--- config.mk ---
export PLATFORM = sky130hd
export DESIGN_NAME = system_ctrl_stack_flat
export DESIGN_NICKNAME = d
export VERILOG_FILES = /design/src/rtl/system_ctrl_stack_if.sv /design/src/rtl/system_ctrl_stack.sv /design/src/flat_wrapper.sv
export SDC_FILE = /design/constraint.sdc
export NUM_CORES = 1
export LEC_CHECK = 0
export BUFFER_PORTS_ARGS = -buffer_cell sky130_fd_sc_hd__buf_4
export CAP_MARGIN = 20
export CORE_UTILIZATION = 40
export DETAILED_ROUTE_END_ITERATION = 8
export GPL_TIMING_DRIVEN = 0
export SETUP_SLACK_MARGIN = 0.02
export SYNTH_ARGS = -nofsm -noshare
export SYNTH_HDL_FRONTEND = slang
export SYNTH_SLANG_ARGS = --single-unit
--- constraint.sdc ---
create_clock -name clk -period 3.5 [get_ports clk]
set_clock_uncertainty 0.05 [all_clocks]
set_input_delay 0.35 -clock clk [delete_from_list [all_inputs] [get_ports clk]]
set_output_delay 0.35 -clock clk [all_outputs]
set_load 0.01 [all_outputs]
--- src/rtl/system_ctrl_stack_if.sv ---
// CSR access bus between the sys-register instruction path and the system register block.
// The master drives write/read requests; the slave returns combinational read data.
interface system_ctrl_stack_if;
  logic        write_en;
  logic [4:0]  write_addr;
  logic [31:0] write_data;
  logic [4:0]  read_addr;
  logic [31:0] read_data;

  modport master (
    output write_en, write_addr, write_data, read_addr,
    input  read_data
  );

  modport slave (
    input  write_en, write_addr, write_data, read_addr,
    output read_data
  );
endinterface

--- src/rtl/system_ctrl_stack.sv ---
// System register block for cpu32e2: flags, interrupt control, IRQ capture, EPC/cause and a
// nested trap save/restore stack that is pushed on trap entry and popped on trap return.
module system_ctrl_stack #(
  parameter int          FLAG_W      = 4,
  parameter int          SYSCALL_W   = 6,
  parameter int          NUM_IRQ     = 8,
  parameter int          STACK_DEPTH = 4,
  parameter logic [31:0] RESET_ISR   = 32'd4,
  localparam int         DW          = $clog2(STACK_DEPTH) + 1,
  localparam int         IW          = (NUM_IRQ > 1) ? $clog2(NUM_IRQ) : 1
) (
  input  logic                 clk,
  input  logic                 reset,
  system_ctrl_stack_if.slave   bus,
  input  logic                 exception_pending,
  input  logic                 flags_en,
  input  logic [FLAG_W-1:0]    flags_in,
  input  logic                 syscall_en,
  input  logic [SYSCALL_W-1:0] syscall_num,
  input  logic                 int_en_set,
  input  logic                 int_en_clr,
  input  logic                 trap_entry,
  input  logic                 trap_return,
  input  logic [4:0]           trap_cause,
  input  logic [31:0]          trap_pc,
  input  logic [NUM_IRQ-1:0]   irq_lines,
  output logic                 interrupt_enable,
  output logic [15:0]          exception_mask,
  output logic [FLAG_W-1:0]    flags,
  output logic [31:0]          isr_base_address,
  output logic [31:0]          epc,
  output logic                 irq_request,
  output logic [IW-1:0]        irq_id,
  output logic [DW-1:0]        nest_depth
);
  localparam int          SW        = $clog2(STACK_DEPTH);
  localparam logic [DW-1:0] DEPTH_MAX = DW'(STACK_DEPTH);

  logic [NUM_IRQ-1:0]   irq_mask;
  logic [NUM_IRQ-1:0]   irq_pending;
  logic [NUM_IRQ-1:0]   irq_prev;
  logic [SYSCALL_W-1:0] syscall;
  logic [4:0]           cause;
  logic                 overflow;
  logic                 underflow;

  logic [FLAG_W-1:0] stk_flags [STACK_DEPTH];
  logic              stk_ie    [STACK_DEPTH];
  logic [4:0]        stk_cause [STACK_DEPTH];
  logic [31:0]       stk_epc   [STACK_DEPTH];

  logic          csr_wr;
  logic          wr_flags, wr_ctrl, wr_isr, wr_mask, wr_pend, wr_epc, wr_stat;
  logic          push, pop, ret_empty, entry_full;
  logic [SW-1:0] push_slot, top_slot;
  logic [NUM_IRQ-1:0] active;
  logic [31:0]   rd;

  assign csr_wr   = bus.write_en & ~exception_pending;
  assign wr_flags = csr_wr && (bus.write_addr == 5'd0);
  assign wr_ctrl  = csr_wr && (bus.write_addr == 5'd1);
  assign wr_isr   = csr_wr && (bus.write_addr == 5'd2);
  assign wr_mask  = csr_wr && (bus.write_addr == 5'd4);
  assign wr_pend  = csr_wr && (bus.write_addr == 5'd5);
  assign wr_epc   = csr_wr && (bus.write_addr == 5'd6);
  assign wr_stat  = csr_wr && (bus.write_addr == 5'd7);

  // Entry always wins over a simultaneous return.
  assign push       = trap_entry && (nest_depth < DEPTH_MAX);
  assign entry_full = trap_entry && (nest_depth == DEPTH_MAX);
  assign pop        = trap_return && !trap_entry && (nest_depth != '0);
  assign ret_empty  = trap_return && !trap_entry && (nest_depth == '0);
  assign push_slot  = nest_depth[SW-1:0];
  assign top_slot   = SW'(nest_depth - DW'(1));

  always_ff @(posedge clk) begin
    if (reset && push) begin
      stk_flags[push_slot] <= flags;
      stk_ie[push_slot]    <= interrupt_enable;
      stk_cause[push_slot] <= cause;
      stk_epc[push_slot]   <= epc;
    end
  end

  always_ff @(posedge clk) begin
    if (!reset) begin
      flags            <= '0;
      interrupt_enable <= 1'b0;
      exception_mask   <= '0;
      irq_mask         <= '0;
      irq_pending      <= '0;
      irq_prev         <= '0;
      isr_base_address <= RESET_ISR;
      syscall          <= '0;
      cause            <= '0;
      epc              <= '0;
      nest_depth       <= '0;
      overflow         <= 1'b0;
      underflow        <= 1'b0;
    end else begin
      if (pop)
        flags <= stk_flags[top_slot];
      else if (wr_flags)
        flags <= bus.write_data[FLAG_W-1:0];
      else if (flags_en && !exception_pending)
        flags <= flags_in;

      if (trap_entry)
        interrupt_enable <= 1'b0;
      else if (pop)
        interrupt_enable <= stk_ie[top_slot];
      else if (ret_empty)
        interrupt_enable <= 1'b1;
      else if (wr_ctrl)
        interrupt_enable <= bus.write_data[15];
      else if (!exception_pending && int_en_clr)
        interrupt_enable <= 1'b0;
      else if (!exception_pending && int_en_set)
        interrupt_enable <= 1'b1;

      if (trap_entry)
        cause <= trap_cause;
      else if (pop)
        cause <= stk_cause[top_slot];
      else if (wr_ctrl)
        cause <= bus.write_data[4:0];

      if (trap_entry)
        epc <= trap_pc;
      else if (pop)
        epc <= stk_epc[top_slot];
      else if (wr_epc)
        epc <= bus.write_data;

      if (wr_ctrl) exception_mask <= bus.write_data[31:16];
      if (wr_isr) isr_base_address <= bus.write_data;
      if (wr_mask) irq_mask <= bus.write_data[NUM_IRQ-1:0];
      if (syscall_en) syscall <= syscall_num;

      // A fresh rising edge survives a same-cycle write-1-to-clear.
      irq_prev    <= irq_lines;
      irq_pending <= (irq_pending & ~(wr_pend ? bus.write_data[NUM_IRQ-1:0] : '0))
                   | (irq_lines & ~irq_prev);

      if (push)
        nest_depth <= nest_depth + DW'(1);
      else if (pop)
        nest_depth <= nest_depth - DW'(1);

      if (entry_full)
        overflow <= 1'b1;
      else if (wr_stat && bus.write_data[0])
        overflow <= 1'b0;

      if (ret_empty)
        underflow <= 1'b1;
      else if (wr_stat && bus.write_data[1])
        underflow <= 1'b0;
    end
  end

  assign active      = irq_pending & irq_mask;
  assign irq_request = interrupt_enable & (|active);

  always_comb begin
    irq_id = '0;
    for (int i = NUM_IRQ - 1; i >= 0; i--)
      if (active[i]) irq_id = IW'(i);
  end

  always_comb begin
    rd = '0;
    case (bus.read_addr)
      5'd0: rd[FLAG_W-1:0] = flags;
      5'd1: rd = {exception_mask, interrupt_enable, 10'b0, cause};
      5'd2: rd = isr_base_address;
      5'd3: rd[SYSCALL_W-1:0] = syscall;
      5'd4: rd[NUM_IRQ-1:0] = irq_mask;
      5'd5: rd[NUM_IRQ-1:0] = irq_pending;
      5'd6: rd = epc;
      5'd7: begin
        rd[16 +: DW] = nest_depth;
        rd[1]        = underflow;
        rd[0]        = overflow;
      end
      default: rd = '0;
    endcase
  end

  assign bus.read_data = rd;
endmodule

--- src/flat_wrapper.sv ---
// flat-port wrapper written by rule: the top's interface ports become plain ports
module system_ctrl_stack_flat 
#(
  parameter int          FLAG_W      = 4,
  parameter int          SYSCALL_W   = 6,
  parameter int          NUM_IRQ     = 8,
  parameter int          STACK_DEPTH = 4,
  parameter logic [31:0] RESET_ISR   = 32'd4,
  localparam int         DW          = $clog2(STACK_DEPTH) + 1,
  localparam int         IW          = (NUM_IRQ > 1) ? $clog2(NUM_IRQ) : 1
)
  (clk, reset, exception_pending, flags_en, flags_in, syscall_en, syscall_num, int_en_set, int_en_clr, trap_entry, trap_return, trap_cause, trap_pc, irq_lines, interrupt_enable, exception_mask, flags, isr_base_address, epc, irq_request, irq_id, nest_depth, bus_write_en, bus_write_addr, bus_write_data, bus_read_addr, bus_read_data);
  system_ctrl_stack_if bus_i ();
  input  logic clk;
  input  logic reset;
  input  logic exception_pending;
  input  logic flags_en;
  input  logic [FLAG_W-1:0] flags_in;
  input  logic syscall_en;
  input  logic [SYSCALL_W-1:0] syscall_num;
  input  logic int_en_set;
  input  logic int_en_clr;
  input  logic trap_entry;
  input  logic trap_return;
  input  logic [4:0] trap_cause;
  input  logic [31:0] trap_pc;
  input  logic [NUM_IRQ-1:0] irq_lines;
  output logic interrupt_enable;
  output logic [15:0] exception_mask;
  output logic [FLAG_W-1:0] flags;
  output logic [31:0] isr_base_address;
  output logic [31:0] epc;
  output logic irq_request;
  output logic [IW-1:0] irq_id;
  output logic [DW-1:0] nest_depth;
  input wire logic [$bits(bus_i.write_en)-1:0] bus_write_en;
  input wire logic [$bits(bus_i.write_addr)-1:0] bus_write_addr;
  input wire logic [$bits(bus_i.write_data)-1:0] bus_write_data;
  input wire logic [$bits(bus_i.read_addr)-1:0] bus_read_addr;
  output wire logic [$bits(bus_i.read_data)-1:0] bus_read_data;
  assign bus_i.write_en = bus_write_en;
  assign bus_i.write_addr = bus_write_addr;
  assign bus_i.write_data = bus_write_data;
  assign bus_i.read_addr = bus_read_addr;
  assign bus_read_data = bus_i.read_data;
  system_ctrl_stack #(.FLAG_W(FLAG_W), .SYSCALL_W(SYSCALL_W), .NUM_IRQ(NUM_IRQ), .STACK_DEPTH(STACK_DEPTH), .RESET_ISR(RESET_ISR)) u_core (.clk(clk), .reset(reset), .bus(bus_i), .exception_pending(exception_pending), .flags_en(flags_en), .flags_in(flags_in), .syscall_en(syscall_en), .syscall_num(syscall_num), .int_en_set(int_en_set), .int_en_clr(int_en_clr), .trap_entry(trap_entry), .trap_return(trap_return), .trap_cause(trap_cause), .trap_pc(trap_pc), .irq_lines(irq_lines), .interrupt_enable(interrupt_enable), .exception_mask(exception_mask), .flags(flags), .isr_base_address(isr_base_address), .epc(epc), .irq_request(irq_request), .irq_id(irq_id), .nest_depth(nest_depth));
endmodule
**Word-level counts from Yosys, hierarchy flattened**

Memories as Yosys holds them, arrays and structs flattened.
Cells that the tools add are included.

- Word-level logic and storage cells: 115
- Output and inout bits: 124
- Bits of input ports: 107
- Memories kept: 4
- RAM bits: 168
- Register bits: 125

Memory list:

| name | depth | bits a word | rd ports | clocked after Yosys merged registers in | write ports | line | text |
|---|---|---|---|---|---|---|---|
| u_core.stk_epc | 4 | 32 | 1 | 0 | 1 | system_ctrl_stack.sv:50 | `logic [31:0] stk_epc [STACK_DEPTH];` |
| u_core.stk_cause | 4 | 5 | 1 | 0 | 1 | system_ctrl_stack.sv:49 | `logic [4:0] stk_cause [STACK_DEPTH];` |
| u_core.stk_flags | 4 | 4 | 1 | 0 | 1 | system_ctrl_stack.sv:47 | `logic [FLAG_W-1:0] stk_flags [STACK_DEPTH];` |
| u_core.stk_ie | 4 | 1 | 1 | 0 | 1 | system_ctrl_stack.sv:48 | `logic stk_ie [STACK_DEPTH];` |

- Reductions and logical operators: 33
- Bitwise gates (word level): 10
- Order comparisons: 1
- Equal/unequal tests: 14
- Add/sub/neg operators: 2
- Mux-type cells: 38

Operator list:

| cell | count |
|---|---|
| two-way mux 32 bit | 3 |
| == test 5 x 3 -> 1 bit, second input constant | 8 |
| case mux 13 bit (3 select lines) | 1 |
| two-way mux 3 bit | 10 |
| bitwise AND 8 bit | 3 |
| case mux 8 bit (3 select lines) | 1 |
| logical AND 1 bit | 18 |
| inverter 8 bit | 2 |
| case mux 2 bit (8 select lines) | 1 |
| == test 5 x 2 -> 1 bit, second input constant | 3 |
| two-way mux 5 bit | 3 |
| case mux 2 bit (7 select lines) | 1 |
| two-way mux 4 bit | 3 |
| case mux 2 bit (6 select lines) | 1 |
| case mux 3 bit (4 select lines) | 1 |
| nonzero test 3 bit | 4 |
| two-way mux 1 bit | 11 |
| == test 5 x 1 -> 1 bit, second input constant | 2 |
| zero test 5 bit | 2 |
| two-way mux 8 bit | 1 |
| bitwise OR 8 bit | 1 |
| case mux 2 bit (4 select lines) | 1 |
| OR reduction 8 bit | 1 |
| nonzero test 2 bit | 3 |
| other kinds (10) | 13 |

**Longest topological paths before layout**

Gate-level depths: netlist of run 1.

- Depth in word-level cells: 9
- Mapped depth: 11
- Gate-level depth less buffers: 7

**Worst setup path before layout of run 1**

No wires, ideal clock.

- Path type: register to register
- Start point: register u_core.nest_depth[0]
- End point: register u_core.cause[0]
- Clock period less this slack: 2.699 ns
- Data required time: 3.316 ns
- Slack: 0.801 ns
- Path buffers: 4
- Cell stages (with the launch flop): 10
- Setup time: 0.134 ns
- Arrival: 2.516 ns
- Cells stage by stage: dfxtp_1 -> buf_2 -> buf_2 -> inv_1 -> ha_1 -> clkbuf_1 -> clkbuf_1 -> mux4_2 -> a22oi_1 -> o22ai_1

- Cells in the longest elaborated chain, start to end: 4
- Elaborated cells between the ends (all ways): 7
- Those cells by class: add/sub: 1; mux: 2; reduce/logical: 3; memory: 1

Ends and longest elaborated chain:

| what | line | text |
|---|---|---|
| start: declaration | system_ctrl_stack.sv:34 | `output logic [DW-1:0] nest_depth` |
| start signal: assignment | system_ctrl_stack.sv:146 | `nest_depth <= nest_depth + DW'(1);` |
| start signal: assignment | system_ctrl_stack.sv:148 | `nest_depth <= nest_depth - DW'(1);` |
| subtractor 3 x 1 -> 3 bit / nonzero test 3 bit (equally long branches) | system_ctrl_stack.sv:74, system_ctrl_stack.sv:71 |  |
| memory (4 x 5 bit) / logical AND 1 bit (equally long branches) | - |  |
| two-way mux 5 bit | system_ctrl_stack.sv:123 | `else if (pop)` |
| two-way mux 5 bit | system_ctrl_stack.sv:121 | `if (trap_entry)` |
| end signal: assignment | system_ctrl_stack.sv:122 | `cause <= trap_cause;` |
| end signal: assignment | system_ctrl_stack.sv:124 | `cause <= stk_cause[top_slot];` |
| end signal: assignment | system_ctrl_stack.sv:126 | `cause <= bus.write_data[4:0];` |
| end: declaration | system_ctrl_stack.sv:43 | `logic [4:0] cause;` |

Parallel ways exist; a longest one is shown, timed or not.
A chain may end at the register's enable or synchronous reset.

**Final worst setup path of run 1**

- Start point: register u_core.nest_depth[0]
- End point: register u_core.cause[3]

Same word-level chain as after synthesis.

==> results.json, run 1 <==
{
  "run_status": "finished, final reports clean",
  "cts_tree": "yes",
  "die_y_um": 175,
  "top_usage_layer": "met2",
  "clk_latency_ns": 0.56,
  "vias": 9434,
  "chipWidth_um": 175,
  "via_per_inst": 5.70,
  "grt_pass1_vias": 9063,
  "worstReg2RegStart": "u_core.nest_depth[0]",
  "portBuffers": 227,
  "reg2reg_slack_ns": 0.30,
  "drive_gt1_frac": 0.284,
  "max_slew_margin": 0.401,
  "coreArea_um2": 29000,
  "cts_sinks": 293,
  "synthToLayoutAreaGrowth_pct": 29.5,
  "synth_edf_count": 168,
  "cts_setup_buffers": 0,
  "period_share": 0.915,
  "hp-class": "input pin to flip-flop",
  "placed_area_um2": 14200,
  "grt_max_degree": 32,
  "synth_most_common_cell": "edfxtp_1",
  "synth_xor_area_frac": 0.000734,
  "synth_compound_area_frac": 0.135,
  "critPathLaunchType": "flip-flop",
  "die_area_um2": 30500,
  "synth_cell_types": 52,
  "use_met3": 0.0466,
  "clk_path_buf_depth": 3,
  "async_reset_ff_frac": 0,
  "crit_cells": 8,
  "path_cells": "buf_2, buf_2, inv_1, ha_2, clkbuf_2, mux4_2, a22oi_1, o22ai_1",
  "slew_viol_final": 0,
  "crit_type": "flip-flop to flip-flop",
  "cp.required_ns": 3.85,
  "path_max_fanout": 10,
  "synthesis.nets": 1064,
  "cp.arrival_ns": 3.56,
  "ctsHtreeMaxLevel": 1,
  "grt_usage": 0.254,
  "yosysWarnings": 0,
  "synth_top_area_frac": 0.423,
  "p_per_area_nw_per_um2": 539,
  "initial_utilization": 0.411,
  "final_util": 0.532,
  "cp-endpoint": "u_core.cause[3]",
  "synth_seq_cells": 293,
  "fin_crit_ns": 3.20,
  "design.portCount": 231,
  "crit_top_cell": "buf_2",
  "crit_family": "buffers and inverters",
  "grt.overflow.total": 0,
  "synthesis.area_um2": 11900,
  "drt_drc_violations_left": 0,
  "fin_area_um2": 15400,
  "path_buf_inv": 4,
  "finalWeightedCongestion": 0.847,
  "grt_pass1_wl_um": 57900,
  "syn_area_per_cell_um2": 12.5,
  "cpPeakStageDelay_ns": 0.56,
  "cp-end-kind": "flip-flop",
  "wirelength_um": 39300,
  "syn_inst": 952,
  "reg2reg_to": "u_core.cause[3]",
  "cts_root_buf": "clkbuf_16",
  "synth_fa_ha_area_frac": 0.00524,
  "yosysTopAreaCell": "edfxtp_1",
  "setup_violations": 0,
  "synthMuxAreaShare": 0.0952,
  "met1_usage": 0.351,
  "synth_common_cells": "edfxtp_1, nand2_1, dfxtp_1",
  "hold_viol_final": 0,
  "fin_nets": 1357,
  "ir_worst_vdd_mv": 0.408,
  "grt_setup_unrepaired": "no",
  "synth_flop_cell": "edfxtp_1",
  "ff2ff_path_depth": 8,
  "hpwl_um": 28100,
  "maxCapViolCount": 0,
  "ant_nets": 0,
  "synth_top_family_by_area": "compound AO/OA/AOI/OAI gates",
  "antenna_found_initial": 1,
  "crit_path_start": "u_core.nest_depth[0]",
  "leakage_nw": 5.83,
  "routedWlPerCell_um": 23.8,
  "drt_iter0_drc": 1044,
  "gr-usage-met2": 0.406,
  "fmax_ghz": 0.312,
  "yosys.area_share.simple": 0.0973,
  "slowest_stage": "ha_2",
  "worst_slew_pin_slew_ns": 0.891,
  "fp-row-count": 62,
  "cts_buffers": 31,
  "clkTransAtPathRegs_ns": 0.06,
  "dr.pass1.iters": 6,
  "seq_area_frac_synth": 0.633,
  "synth.area.top_cells": "edfxtp_1, dfxtp_1, mux4_2"
}
==> logic make-up (layout without fill, tap and decap cells) <==
family	after synthesis	in the layout
flops	293	293
simple gates	260	260
compound gates	241	241
buf+inv	91	409
mux	61	61
fa+ha+maj	5	5
xor+xnor	1	1
other cells	0	1
==> layer usage <==
layer / vias to the layer above / routed length [um]
met4: 0 / 1130
met5: - / 0
met3: 67 / 3260
li1: 4220 / -
met2: 485 / 18600
met1: 4662 / 16300
==> through the flow <==
step | std cells | hold WS (ns) | setup WS, ns | total power, W | TNS, ns
after floorplan | 952 | 0.404 | 0.801 | 0.00475 | 0
after global placement | 1563 | 0.411 | -0.443 | 0.00530 | -66.15
after detailed placement | 1568 | 0.415 | -0.267 | 0.00533 | -2.60
after CTS | 1654 | 0.00120 | 0.139 | 0.00835 | 0
after global routing | 1655 | 0.0210 | 0.139 | 0.00859 | 0
final | 1655 | 0.0148 | 0.296 | 0.00833 | 0
==> sequential cells by signal, indices dropped and copies added, names as in the netlist, 5 cells and up <==
name and cells:
u_core.isr_base_address 32, u_core.stk_cause 20, u_core.irq_prev 8, u_core.irq_mask 8, u_core.stk_flags 16, u_core.cause 5, u_core.syscall 6, u_core.stk_epc 128
u_core.irq_pending 8, u_core.exception_mask 16, u_core.epc 32
==> cell usage in the layout, fill, tap and decap left out, drive strengths merged, types with 3 or more instances in the layout <==
| master | Yosys | routed |
|---|---|---|
| buf | 28 | 260 |
| edfxtp | 168 | 168 |
| nand2 | 151 | 151 |
| dfxtp | 125 | 125 |
| clkbuf | 39 | 85 |
| a21oi | 65 | 65 |
| a22oi | 48 | 48 |
| mux4 | 42 | 42 |
| nor2 | 37 | 37 |
| o21ai | 34 | 34 |
| dlygate4sd3 | 0 | 29 |
| a31oi | 27 | 27 |
| inv | 23 | 24 |
| mux2i | 19 | 19 |
| nor3 | 17 | 17 |
| a222oi | 14 | 14 |
| a22o | 13 | 13 |
| nand3 | 13 | 13 |
| o22ai | 11 | 11 |
| clkinv | 1 | 11 |
| nor2b | 9 | 9 |
| and2 | 8 | 8 |
| a221o | 5 | 5 |
| or3 | 5 | 5 |
| and3 | 5 | 5 |
| ha | 5 | 5 |
| nand2b | 4 | 4 |
| a2111oi | 4 | 4 |
| a311oi | 4 | 4 |
| nor4 | 4 | 4 |
| a32oi | 3 | 3 |
| a211oi | 3 | 3 |
==> layout make-up <==
cell class / instances / area, um^2
Fill cell: 2560 / 13600
Sequential cell: 293 / 7550
Multi-Input combinational cell: 568 / 3990
Timing Repair Buffer: 261 / 2080
Clock buffer: 47 / 878
Tap cell: 384 / 480
Buffer: 66 / 323
Inverter: 24 / 90.1
Clock inverter: 11 / 53.8
Antenna cell: 1 / 2.50
==> power breakdown <==
part / internal, W / leakage (nW) / total [W] / switching [W]
Combinational: 0.000555 / 2.79 / 0.00123 / 0.000678
Sequential: 0.00388 / 2.58 / 0.00406 / 0.000182
Clock: 0.00172 / 0.461 / 0.00304 / 0.00132
Total: 0.00616 / 5.83 / 0.00833 / 0.00218
==> worst reg2reg max path, delay by kind of cell, from the launching register on <==
kind                       cells  cell delay [ns]
AOI/OAI and AO/OA              2             0.28
adders and majority gates      1             0.56
DFF                            1             0.39
buffers and inverters          4             1.37
muxes                          1             0.40
==> worst min-delay path by stage <==
stage                                     start                           to  cells past startpoint
finish                       bus_write_data[27]  u_core.isr_base_address[27]                      3
floorplan                      u_core.underflow             u_core.underflow                      2
CTS                          bus_write_data[19]  u_core.isr_base_address[19]                      3
global route                 bus_write_data[19]     u_core.exception_mask[3]                      3
detailed placement  u_core.isr_base_address[10]  u_core.isr_base_address[10]                      2
global placement    u_core.isr_base_address[26]  u_core.isr_base_address[26]                      2
==> timing repair <==
item                                    in CTS  in global routing
hold endpoints to repair                    36                  0
endpoints found under the setup margin      35                 21
resized for setup                            2                  9
hold buffers                                29                  0
Power figures use the tool's default switching activity.
==> inputs of run 2 (changes only) <==
==> constraint.sdc (replaced) <==
create_clock -name clk -period 2.6 [get_ports clk]
set_clock_uncertainty 0.05 [all_clocks]
set_input_delay 0.26 -clock clk [delete_from_list [all_inputs] [get_ports clk]]
set_output_delay 0.26 -clock clk [all_outputs]
set_load 0.01 [all_outputs]
==> results.json, run 2 (synthesis results as in run 1) <==
{
  "wirelength_um": 39300,
  "synthToLayoutAreaGrowth_pct": 34.6,
  "via_per_inst": 5.63,
  "regMostFlops": "u_core.stk_epc",
  "reg.largest.list": "u_core.stk_epc: 128 flops, u_core.epc: 32 flops, u_core.isr_base_address: 32 flops",
  "tns_ns": 0,
  "drt_iter0_drc": 977,
  "cts_sinks": 293,
  "chipWidth_um": 175,
  "clk_latency_ns": 0.56,
  "fill_cells": 2487,
  "power_w": 0.0118,
  "fmax_ghz": 0.389,
  "largest_register_ffs": 128,
  "p_sw_frac": 0.255,
  "final_util": 0.554,
  "crit_type": "input pin to primary output",
  "cts_tree": "yes",
  "cp.required_ns": 2.29,
  "grt_setup_unrepaired": "yes",
  "cts_buffers": 31,
  "p_seq_frac": 0.462,
  "p_per_area_nw_per_um2": 737,
  "comb_power_share": 0.148,
  "hpwl_um": 27700,
  "diodes": 0,
  "grt_max_degree": 23,
  "fp-row-count": 62,
  "cp.arrival_ns": 2.26,
  "clk_path_buf_depth": 3,
  "worst_slew_pin_slew_ns": 0.743,
  "die_y_um": 175,
  "fin_crit_ns": 2.57,
  "antenna_found_initial": 0,
  "period_share": 0.988,
  "portBuffers": 227,
  "max_slew_margin": 0.498,
  "slew_viol_final": 0,
  "path_max_fanout": 10,
  "dp_slack_ns": -0.938,
  "drive_gt1_frac": 0.294,
  "leakage_nw": 6.10,
  "vias": 9533,
  "hp-class": "input pin to flip-flop",
  "critPathLaunchType": "input pin",
  "coreArea_um2": 29000,
  "setup_violations": 0,
  "hold_viol_final": 0,
  "dr.pass1.iters": 5,
  "ir_worst_vdd_mv": 0.438,
  "drt_drc_violations_left": 0,
  "grt_usage": 0.256,
  "initial_utilization": 0.411,
  "stdcell_count": 1692,
  "final_common_cell": "buf_4",
  "grt_pass1_wl_um": 58300,
  "die_area_um2": 30500,
  "intPower_w": 0.00882,
  "clkTransAtPathRegs_ns": 0.06,
  "grt_pass1_vias": 9281,
  "grt.overflow.total": 0,
  "run_status": "finished, final reports clean",
  "p_clk_frac": 0.390,
  "cp-end-kind": "primary output",
  "ctsHtreeMaxLevel": 1,
  "finalWeightedCongestion": 0.892,
  "ant_nets": 0,
  "final_cell_mix": "buf_4, edfxtp_1, nand2_1",
  "maxCapViolCount": 0,
  "cts_root_buf": "clkbuf_16",
  "cts_setup_buffers": 0,
  "fin_nets": 1395,
  "routedWlPerCell_um": 23.2,
  "setup_ws_ns": 0.0322,
  "placedCellCount": 1568,
  "design.portCount": 231,
  "p_switching_w": 0.00302
}
==> run 2: cell types whose count changed in the layout (fill, tap and decap cells not counted), sizes merged <==
| cell | previous run | this run |
|---|---|---|
| dlygate4sd3 | 29 | 67 |
| clkbuf | 85 | 71 |
| bufinv | 0 | 5 |
| clkinvlp | 0 | 5 |
| buf | 260 | 263 |
| diode | 1 | 0 |
| inv | 24 | 25 |
==> run 2: critical path, cell delays in order <==
cell and delay [ns]:
buf_4 0.09, buf_2 0.22, nand2_1 0.10, nor3_1 0.40
clkbuf_1 0.59, a22oi_1 0.28, nand3_1 0.17, buf_4 0.14
==> run 2: timing repair <==
item,4_1_cts,5_1_grt
gates resized for setup,26,14
hold endpoints to repair,96,0
hold buffers,67,0
endpoints found under the setup margin,95,50
==> run 2: power by group through the flow <==
stage	Clock, W	Combinational (W)	Sequential, W
5_1_grt	0.00485	0.00188	0.00550
3_5_place_dp	0	0.00161	0.00556
3_3_place_gp	0	0.00158	0.00556
4_1_cts	0.00467	0.00175	0.00546
2_1_floorplan	0	0.000896	0.00550
6_report	0.00462	0.00176	0.00547
==> run 2: path summary, 6_finish.rpt <==
kind / startpoint / endpoint / slack (ns) / cells past startpoint
hold / removal: trap_pc[27] / u_core.epc[27] / 0.01 / 3
setup / recovery: bus_read_addr[1] / bus_read_data[4] / 0.03 / 8
setup reg to reg: u_core.nest_depth[0] / u_core.epc[24] / 0.17 / 10
hold reg to reg: u_core.isr_base_address[10] / u_core.isr_base_address[10] / 0.42 / 2
==> run 2: cell type report <==
class / count / area (um^2) / share of cell area
tap: 384 / 480 / 0.0299
buffer: 66 / 385 / 0.0240
clock buffer: 36 / 825 / 0.0513
multi-input combinational: 568 / 4020 / 0.250
timing repair buffer: 299 / 2460 / 0.153
inverter: 24 / 90.1 / 0.00561
clock inverter: 22 / 250 / 0.0156
sequential: 293 / 7550 / 0.470
==> run 2: routing by layer <==
metal | global-route usage | vias to the layer above | wire length, um
met3 | 0.0411 | 74 | 3030
li1 | - | 4295 | -
met4 | 0.0935 | 0 | 1360
met5 | 0 | - | 0
met1 | 0.352 | 4708 | 16400
met2 | 0.407 | 456 | 18500
==> run 2: through the flow <==
stage,hold WS [ns],instance area [um^2]
5_1_grt,0.0129,16100
4_1_cts,0.00234,16000
2_1_floorplan,0.332,11900
3_3_place_gp,0.410,14100
6_report,0.0136,16100
3_5_place_dp,0.413,14200
